**config.mk**
```make
export PLATFORM = sky130hd
export DESIGN_NAME = jtframe_rom_nslot
export DESIGN_NICKNAME = d
export VERILOG_FILES = /design/src/rtl/jtframe_rom_nslot.sv
export SDC_FILE = /design/constraint.sdc
export NUM_CORES = 1
export LEC_CHECK = 0
export CORE_MARGIN = 4
export CORE_UTILIZATION = 35
export DETAILED_ROUTE_END_ITERATION = 8
export GPL_TIMING_DRIVEN = 0
export PLACE_DENSITY_LB_ADDON = 0.15
export SETUP_SLACK_MARGIN = 0.3
export SYNTH_ARGS = -nofsm -noshare
export SYNTH_HDL_FRONTEND = slang
export SYNTH_SLANG_ARGS = --single-unit
export TNS_END_PERCENT = 10
```
**constraint.sdc**
```tcl
create_clock -name clk -period 3.35 [get_ports clk]
set_input_delay 0.8375 -clock clk [delete_from_list [all_inputs] [get_ports clk]]
set_output_delay 0.8375 -clock clk [all_outputs]
set_load 0.05 [all_outputs]
```
**src/rtl/jtframe_rom_nslot.sv**
```systemverilog
// N-slot ROM read arbiter: each slot keeps a one-line 32-bit cache and misses
// are serialised onto a single SDRAM read port (fixed or round-robin priority).
module jtframe_rom_nslot #(
  parameter int unsigned        SLOTS       = 4,
  parameter logic [2*SLOTS-1:0] SLOT_DW     = '0,
  parameter logic [22*SLOTS-1:0] SLOT_OFFSET = '0,
  parameter int unsigned        PRIO_MODE   = 0
) (
  input  logic                  rst,
  input  logic                  clk,
  input  logic [SLOTS-1:0]      slot_cs,
  input  logic [SLOTS*22-1:0]   slot_addr,
  output logic [SLOTS-1:0]      slot_ok,
  output logic [SLOTS*32-1:0]   slot_dout,
  output logic                  sdram_req,
  output logic [21:0]           sdram_addr,
  input  logic                  sdram_ack,
  input  logic                  data_rdy,
  input  logic [31:0]           data_read,
  input  logic                  downloading,
  input  logic                  loop_rst,
  output logic                  refresh_en
);

  localparam int unsigned IW = (SLOTS > 1) ? $clog2(SLOTS) : 1;

  typedef enum logic [1:0] {IDLE, WAIT_ACK, WAIT_DATA} state_t;

  function automatic logic [21:0] tag_of(input logic [21:0] addr, input logic [1:0] dw);
    case (dw)
      2'd0:    tag_of = {2'b00, addr[21:2]};
      2'd1:    tag_of = {1'b0, addr[21:1]};
      default: tag_of = addr;
    endcase
  endfunction

  function automatic logic [31:0] dout_sel(input logic [31:0] d, input logic [1:0] lsb,
                                           input logic [1:0] dw);
    case (dw)
      2'd0:    dout_sel = {24'd0, d[{lsb, 3'b000} +: 8]};
      2'd1:    dout_sel = lsb[0] ? {16'd0, d[31:16]} : {16'd0, d[15:0]};
      default: dout_sel = d;
    endcase
  endfunction

  state_t           state_q, state_d;
  logic [IW-1:0]    gnt_q, gnt_d;
  logic [IW-1:0]    rr_q, rr_d;
  logic [21:0]      tag_q, tag_d;
  logic [21:0]      addr_q, addr_d;
  logic             req_q, req_d;
  logic [SLOTS-1:0] valid_q, valid_d;
  logic [21:0]      ctag_q [SLOTS];
  logic [21:0]      ctag_d [SLOTS];
  logic [31:0]      data_q [SLOTS];
  logic [31:0]      data_d [SLOTS];

  logic [21:0]      cur_tag [SLOTS];
  logic [SLOTS-1:0] hit, pending;
  logic             hold;
  logic             found;
  logic [IW-1:0]    sel;
  logic [21:0]      sel_tag, sel_off;

  assign hold = downloading | loop_rst;

  always_comb begin
    hit       = '0;
    pending   = '0;
    slot_dout = '0;
    for (int unsigned i = 0; i < SLOTS; i++) begin
      cur_tag[i] = tag_of(slot_addr[22*i +: 22], SLOT_DW[2*i +: 2]);
      hit[i]     = slot_cs[i] & valid_q[i] & (cur_tag[i] == ctag_q[i]) & ~hold;
      pending[i] = slot_cs[i] & ~hit[i] & ~((state_q != IDLE) && (gnt_q == IW'(i)));
      slot_dout[32*i +: 32] = dout_sel(data_q[i], slot_addr[22*i +: 2], SLOT_DW[2*i +: 2]);
    end
  end

  assign slot_ok    = hit;
  assign sdram_req  = req_q;
  assign sdram_addr = addr_q;
  assign refresh_en = (state_q == IDLE) && (pending == '0);

  // Round-robin as two passes: slots above the last grant first, then the wrap.
  always_comb begin
    found   = 1'b0;
    sel     = '0;
    sel_tag = '0;
    sel_off = '0;
    for (int unsigned i = 0; i < SLOTS; i++) begin
      if (!found && pending[i] && (PRIO_MODE != 1 || i > 32'(rr_q))) begin
        found = 1'b1;
        sel   = IW'(i);
      end
    end
    for (int unsigned i = 0; i < SLOTS; i++) begin
      if (!found && pending[i]) begin
        found = 1'b1;
        sel   = IW'(i);
      end
    end
    for (int unsigned i = 0; i < SLOTS; i++) begin
      if (sel == IW'(i)) begin
        sel_tag = cur_tag[i];
        sel_off = SLOT_OFFSET[22*i +: 22];
      end
    end
  end

  always_comb begin
    state_d = state_q;
    gnt_d   = gnt_q;
    rr_d    = rr_q;
    tag_d   = tag_q;
    addr_d  = addr_q;
    req_d   = req_q;
    valid_d = valid_q;
    ctag_d  = ctag_q;
    data_d  = data_q;
    if (hold) begin
      state_d = IDLE;
      req_d   = 1'b0;
      valid_d = '0;
    end else begin
      case (state_q)
        IDLE: begin
          if (found) begin
            gnt_d   = sel;
            rr_d    = sel;
            tag_d   = sel_tag;
            addr_d  = sel_off + {sel_tag[20:0], 1'b0};
            req_d   = 1'b1;
            state_d = WAIT_ACK;
          end
        end
        WAIT_ACK: begin
          if (sdram_ack) begin
            req_d   = 1'b0;
            state_d = WAIT_DATA;
          end
        end
        WAIT_DATA: begin
          if (data_rdy) begin
            for (int unsigned i = 0; i < SLOTS; i++) begin
              if (gnt_q == IW'(i)) begin
                valid_d[i] = 1'b1;
                ctag_d[i]  = tag_q;
                data_d[i]  = data_read;
              end
            end
            state_d = IDLE;
          end
        end
        default: state_d = IDLE;
      endcase
    end
  end

  always_ff @(posedge clk) begin
    if (rst) begin
      state_q <= IDLE;
      gnt_q   <= '0;
      rr_q    <= IW'(SLOTS - 1);
      tag_q   <= '0;
      addr_q  <= '0;
      req_q   <= 1'b0;
      valid_q <= '0;
      for (int unsigned i = 0; i < SLOTS; i++) begin
        ctag_q[i] <= '0;
        data_q[i] <= '0;
      end
    end else begin
      state_q <= state_d;
      gnt_q   <= gnt_d;
      rr_q    <= rr_d;
      tag_q   <= tag_d;
      addr_q  <= addr_d;
      req_q   <= req_d;
      valid_q <= valid_d;
      ctag_q  <= ctag_d;
      data_q  <= data_d;
    end
  end

endmodule

```
==> metrics.txt <==
# TYPE chip_impl_metric gauge
chip_impl_metric{name="initial_utilization",unit="%"} 35.7
chip_impl_metric{name="clkSlewWorstSetupHoldPaths",unit="ns"} 0.06
chip_impl_metric{name="fp.dieW",unit="µm"} 188
chip_impl_metric{name="antenna_violations_before_repair",unit=""} 0
chip_impl_metric{name="postLayoutSetupSlackWorst",unit="ns"} -0.0351
chip_impl_metric{name="number_of_flops_mapped_to_enable_cells_by_yosys",unit=""} 0
chip_impl_info{name="synth.top_cells.by_area",value="sky130_fd_sc_hd__dfxtp_1, sky130_fd_sc_hd__nand2_1, sky130_fd_sc_hd__a21oi_1, sky130_fd_sc_hd__buf_4, sky130_fd_sc_hd__mux4_2"} 1
chip_impl_info{name="holdCritPathClass",value="flip-flop to flip-flop"} 1
chip_impl_metric{name="hold_violations",unit=""} 0
chip_impl_metric{name="postSynthRegisterBits",unit=""} 237
chip_impl_metric{name="fraction_of_final_layout_cells_sized_beyond_drive_strength_1",unit="%"} 20.9
chip_impl_metric{name="dpl_worst_slack",unit="ns"} -1.64
chip_impl_metric{name="stdcell_count",unit=""} 2173
chip_impl_info{name="synth_commonest_cells",value="sky130_fd_sc_hd__nand2_1, sky130_fd_sc_hd__dfxtp_1, sky130_fd_sc_hd__a21oi_1"} 1
chip_impl_metric{name="timing.critical_path.depth",unit=""} 9
chip_impl_metric{name="floorplan.die_area",unit="µm²"} 35400
chip_impl_metric{name="hold_path_depth",unit=""} 2
chip_impl_metric{name="max-slew-margin-rel",unit="%"} 45.8
chip_impl_info{name="critPathLaunchType",value="input pin"} 1
chip_impl_metric{name="synthDominantCellAreaShare",unit="%"} 41.8
chip_impl_metric{name="antenna-diode-count",unit=""} 0
chip_impl_info{name="crit_chain",value="buf_2 -> xor2_2 -> nor4_2 -> nand4_1 -> buf_6 -> o221ai_4 -> nand4_1 -> nor3_4 -> buf_6"} 1
chip_impl_metric{name="drt_pass1_iterations",unit=""} 5
chip_impl_metric{name="synth.distinct_cells",unit=""} 48
chip_impl_info{name="crit_path_top_delay_cell",value="sky130_fd_sc_hd__nor4_2"} 1
chip_impl_metric{name="yosysSeqAreaShare",unit="%"} 41.8
chip_impl_metric{name="antenna_violating_nets_remaining",unit=""} 0
chip_impl_metric{name="finalMaxSlewViolations",unit=""} 0
chip_impl_metric{name="routabilityCongestion",unit=""} 0.900
chip_impl_metric{name="hold_bufs_inserted_after_cts",unit=""} 0
chip_impl_metric{name="portBuffers",unit=""} 178
chip_impl_metric{name="required_time_of_the_worst_setup_path",unit="ns"} 2.51
chip_impl_metric{name="core_area",unit="µm²"} 31800
chip_impl_metric{name="grt_first_pass_wirelength",unit="mm"} 61.6
chip_impl_info{name="end_kind",value="output port"} 1
chip_impl_metric{name="asyncSetResetFlopFracSynth",unit="%"} 0
chip_impl_metric{name="global_route.overflow_total",unit=""} 0
chip_impl_metric{name="tritoncts.num_buffers",unit=""} 27
chip_impl_metric{name="pwr_density_cell",unit="nW/µm²"} 440
chip_impl_metric{name="area.growth.synth_to_final",unit="%"} 36.6
chip_impl_info{name="grt_setup_unrepaired",value="yes"} 1
chip_impl_metric{name="final_cell_utilization_of_the_core",unit="%"} 48.8
chip_impl_metric{name="finalWirelength",unit="mm"} 41.1
chip_impl_metric{name="clock_latency",unit="ns"} 0.53
chip_impl_metric{name="cts_buffer_depth",unit=""} 3
chip_impl_metric{name="wire_per_inst",unit="µm"} 18.9
chip_impl_metric{name="via_per_inst",unit=""} 4.93
chip_impl_metric{name="maximum_number_of_pins_on_one_net_before_global_route_repair",unit=""} 13
chip_impl_metric{name="vias_in_the_first_global_route",unit=""} 10400
chip_impl_metric{name="detailroute.via_count",unit=""} 10700
chip_impl_info{name="cts-root-buf",value="sky130_fd_sc_hd__clkbuf_16"} 1
chip_impl_metric{name="postSynthCellCount",unit=""} 1389
chip_impl_metric{name="cts-htree-levels",unit=""} 1
chip_impl_metric{name="dp.cells",unit=""} 2099
chip_impl_info{name="dominantRegCellSynth",value="sky130_fd_sc_hd__dfxtp_1"} 1
chip_impl_metric{name="syn_area_per_cell",unit="µm²"} 8.17
chip_impl_metric{name="hpwl",unit="mm"} 31.9
chip_impl_metric{name="period_minus_slack",unit="ns"} 3.39
chip_impl_metric{name="fin_worst_skew",unit="ns"} 0.0146
chip_impl_info{name="critPathTopFamily",value="simple AND/OR/NAND/NOR gates"} 1
chip_impl_metric{name="clkSinkCount",unit=""} 237
chip_impl_metric{name="detail_route.iter0.violations",unit=""} 826
chip_impl_metric{name="vdd_ir_drop_max",unit="µV"} 355
chip_impl_metric{name="post_synth_instance_area",unit="µm²"} 11400
chip_impl_info{name="yosysMostFrequentCell",value="sky130_fd_sc_hd__nand2_1"} 1
chip_impl_info{name="violations",value="negative setup slack"} 1
chip_impl_metric{name="report.final.setup_viol",unit=""} 1
chip_impl_metric{name="final_nets",unit=""} 1848
chip_impl_metric{name="cp.arrival",unit="ns"} 2.55
chip_impl_metric{name="max_clock_freq",unit="MHz"} 295
chip_impl_metric{name="critical_path.max_fanout",unit=""} 2
chip_impl_metric{name="placementRows",unit=""} 65
chip_impl_metric{name="drc",unit=""} 0
chip_impl_metric{name="timing.critical_path.slowest_cell_delay",unit="ns"} 0.32
chip_impl_metric{name="fin_crit_share",unit="%"} 101
chip_impl_info{name="crit_type",value="input pin to output port"} 1
chip_impl_info{name="cts_tree",value="built"} 1
chip_impl_metric{name="r2r_cells",unit=""} 18
chip_impl_metric{name="groute.usage.overall",unit="%"} 22.2
chip_impl_info{name="synth_top_area_cell",value="sky130_fd_sc_hd__dfxtp_1"} 1
chip_impl_metric{name="leakage",unit="nW"} 5.78
chip_impl_metric{name="die_h",unit="µm"} 188
chip_impl_metric{name="worstPathBufferInverterCount",unit=""} 3
chip_impl_metric{name="io_pins",unit=""} 286
chip_impl_metric{name="max-cap-violations",unit=""} 0
chip_impl_info{name="outcome",value="finished, violations left"} 1
chip_impl_metric{name="worst_max_slew_pin_slew",unit="ns"} 0.813
chip_impl_metric{name="synthesis.yosys.warnings",unit=""} 0
[cells by family after synthesis]
| family | count (synthesis) | share of synthesized area, % |
|---|---|---|
| xor+xnor | 80 | 6.17 |
| compound gates | 272 | 14.0 |
| other cells | 1 | 0.0330 |
| simple gates | 570 | 21.6 |
| buf+inv | 197 | 9.98 |
| flops | 237 | 41.8 |
| mux | 32 | 6.35 |
[repair_timing]
item,in CTS,in global routing
resized for setup,390,14
setup endpoints to repair,59,30
cloned,0,0
buffers inserted,24,1
pin swaps,81,10
[worst paths after layout]
check / slack, ns / startpoint / endpoint
hold reg to reg: 0.45 / data_q[87]$_SDFFE_PP0P_ / data_q[87]$_SDFFE_PP0P_
setup / recovery: -0.04 / slot_addr[71] / refresh_en
setup reg to reg: 0.33 / ctag_q[48]$_SDFFE_PP0P_ / sdram_addr[3]$_SDFFE_PP0P_
hold / removal: 0.45 / data_q[87]$_SDFFE_PP0P_ / data_q[87]$_SDFFE_PP0P_
[layout make-up]
class	count	area, µm²
multi-input combinational	1052	6400
clock inverter	9	73.8
clock buffer	40	795
buffer	196	1180
timing repair buffer	203	1770
fill	3081	16300
inverter	1	3.75
tap	435	544
sequential	237	4740
[power breakdown]
part           internal, W  switching, W
clock network      0.00171       0.00120
logic             0.000357      0.000686
registers          0.00284     0.0000429
[sequential cells by signal, summed over array words and instances (netlist names)]
| register | cells |
|---|---|
| sdram_addr | 20 |
| state_q | 2 |
| sdram_req | 1 |
| data_q | 128 |
| valid_q | 4 |
| gnt_q | 2 |
| ctag_q | 80 |
[routing by layer]
metal	wire (µm)	track usage (%)
met2	18700	36.3
met4	1650	7.40
met3	3130	3.50
met5	0	0
met1	17600	30.1
[metrics by stage]
| step | cell area (µm²) | hold slack [ns] | setup TNS [ns] | power (W) |
|---|---|---|---|---|
| 2_1_floorplan | 11800 | 0.429 | 0 | 0.00357 |
| 3_3_place_gp | 14200 | 0.438 | -22.07 | 0.00395 |
| 3_5_place_dp | 14200 | 0.445 | -21.17 | 0.00395 |
| 4_1_cts | 15500 | 0.454 | -0.00760 | 0.00686 |
| 5_1_grt | 15500 | 0.469 | -0.817 | 0.00705 |
| 6_report | 15500 | 0.452 | -0.0351 | 0.00683 |
[tightest hold or removal path, cell delays in order, from the launching register on]
cell and delay (ns):
sky130_fd_sc_hd__dfxtp_1 0.30, sky130_fd_sc_hd__nand2_1 0.05, sky130_fd_sc_hd__a21oi_1 0.05
[layout by cell type (no fill, tap or decap), types with 10 or more instances in the layout]
cell / instances
sky130_fd_sc_hd__nand2_1: 427
sky130_fd_sc_hd__buf_6: 12
sky130_fd_sc_hd__nor3_1: 20
sky130_fd_sc_hd__nor4_1: 11
sky130_fd_sc_hd__clkdlybuf4s15_2: 12
sky130_fd_sc_hd__buf_4: 127
sky130_fd_sc_hd__dfxtp_1: 237
sky130_fd_sc_hd__conb_1: 98
sky130_fd_sc_hd__xnor2_2: 31
sky130_fd_sc_hd__nor4_2: 13
sky130_fd_sc_hd__a221oi_1: 10
sky130_fd_sc_hd__o21a_1: 19
sky130_fd_sc_hd__nor2_1: 34
sky130_fd_sc_hd__xor2_2: 11
sky130_fd_sc_hd__dlygate4sd2_1: 55
sky130_fd_sc_hd__xnor2_1: 22
sky130_fd_sc_hd__clkdlybuf4s50_1: 58
sky130_fd_sc_hd__nand4_1: 14
sky130_fd_sc_hd__clkbuf_16: 27
sky130_fd_sc_hd__buf_2: 37
sky130_fd_sc_hd__mux4_2: 32
sky130_fd_sc_hd__a21oi_1: 215
sky130_fd_sc_hd__clkbuf_1: 82
sky130_fd_sc_hd__a221oi_2: 10
sky130_fd_sc_hd__xor2_1: 10
sky130_fd_sc_hd__or3_1: 20
Power figures use the tool's default switching activity.
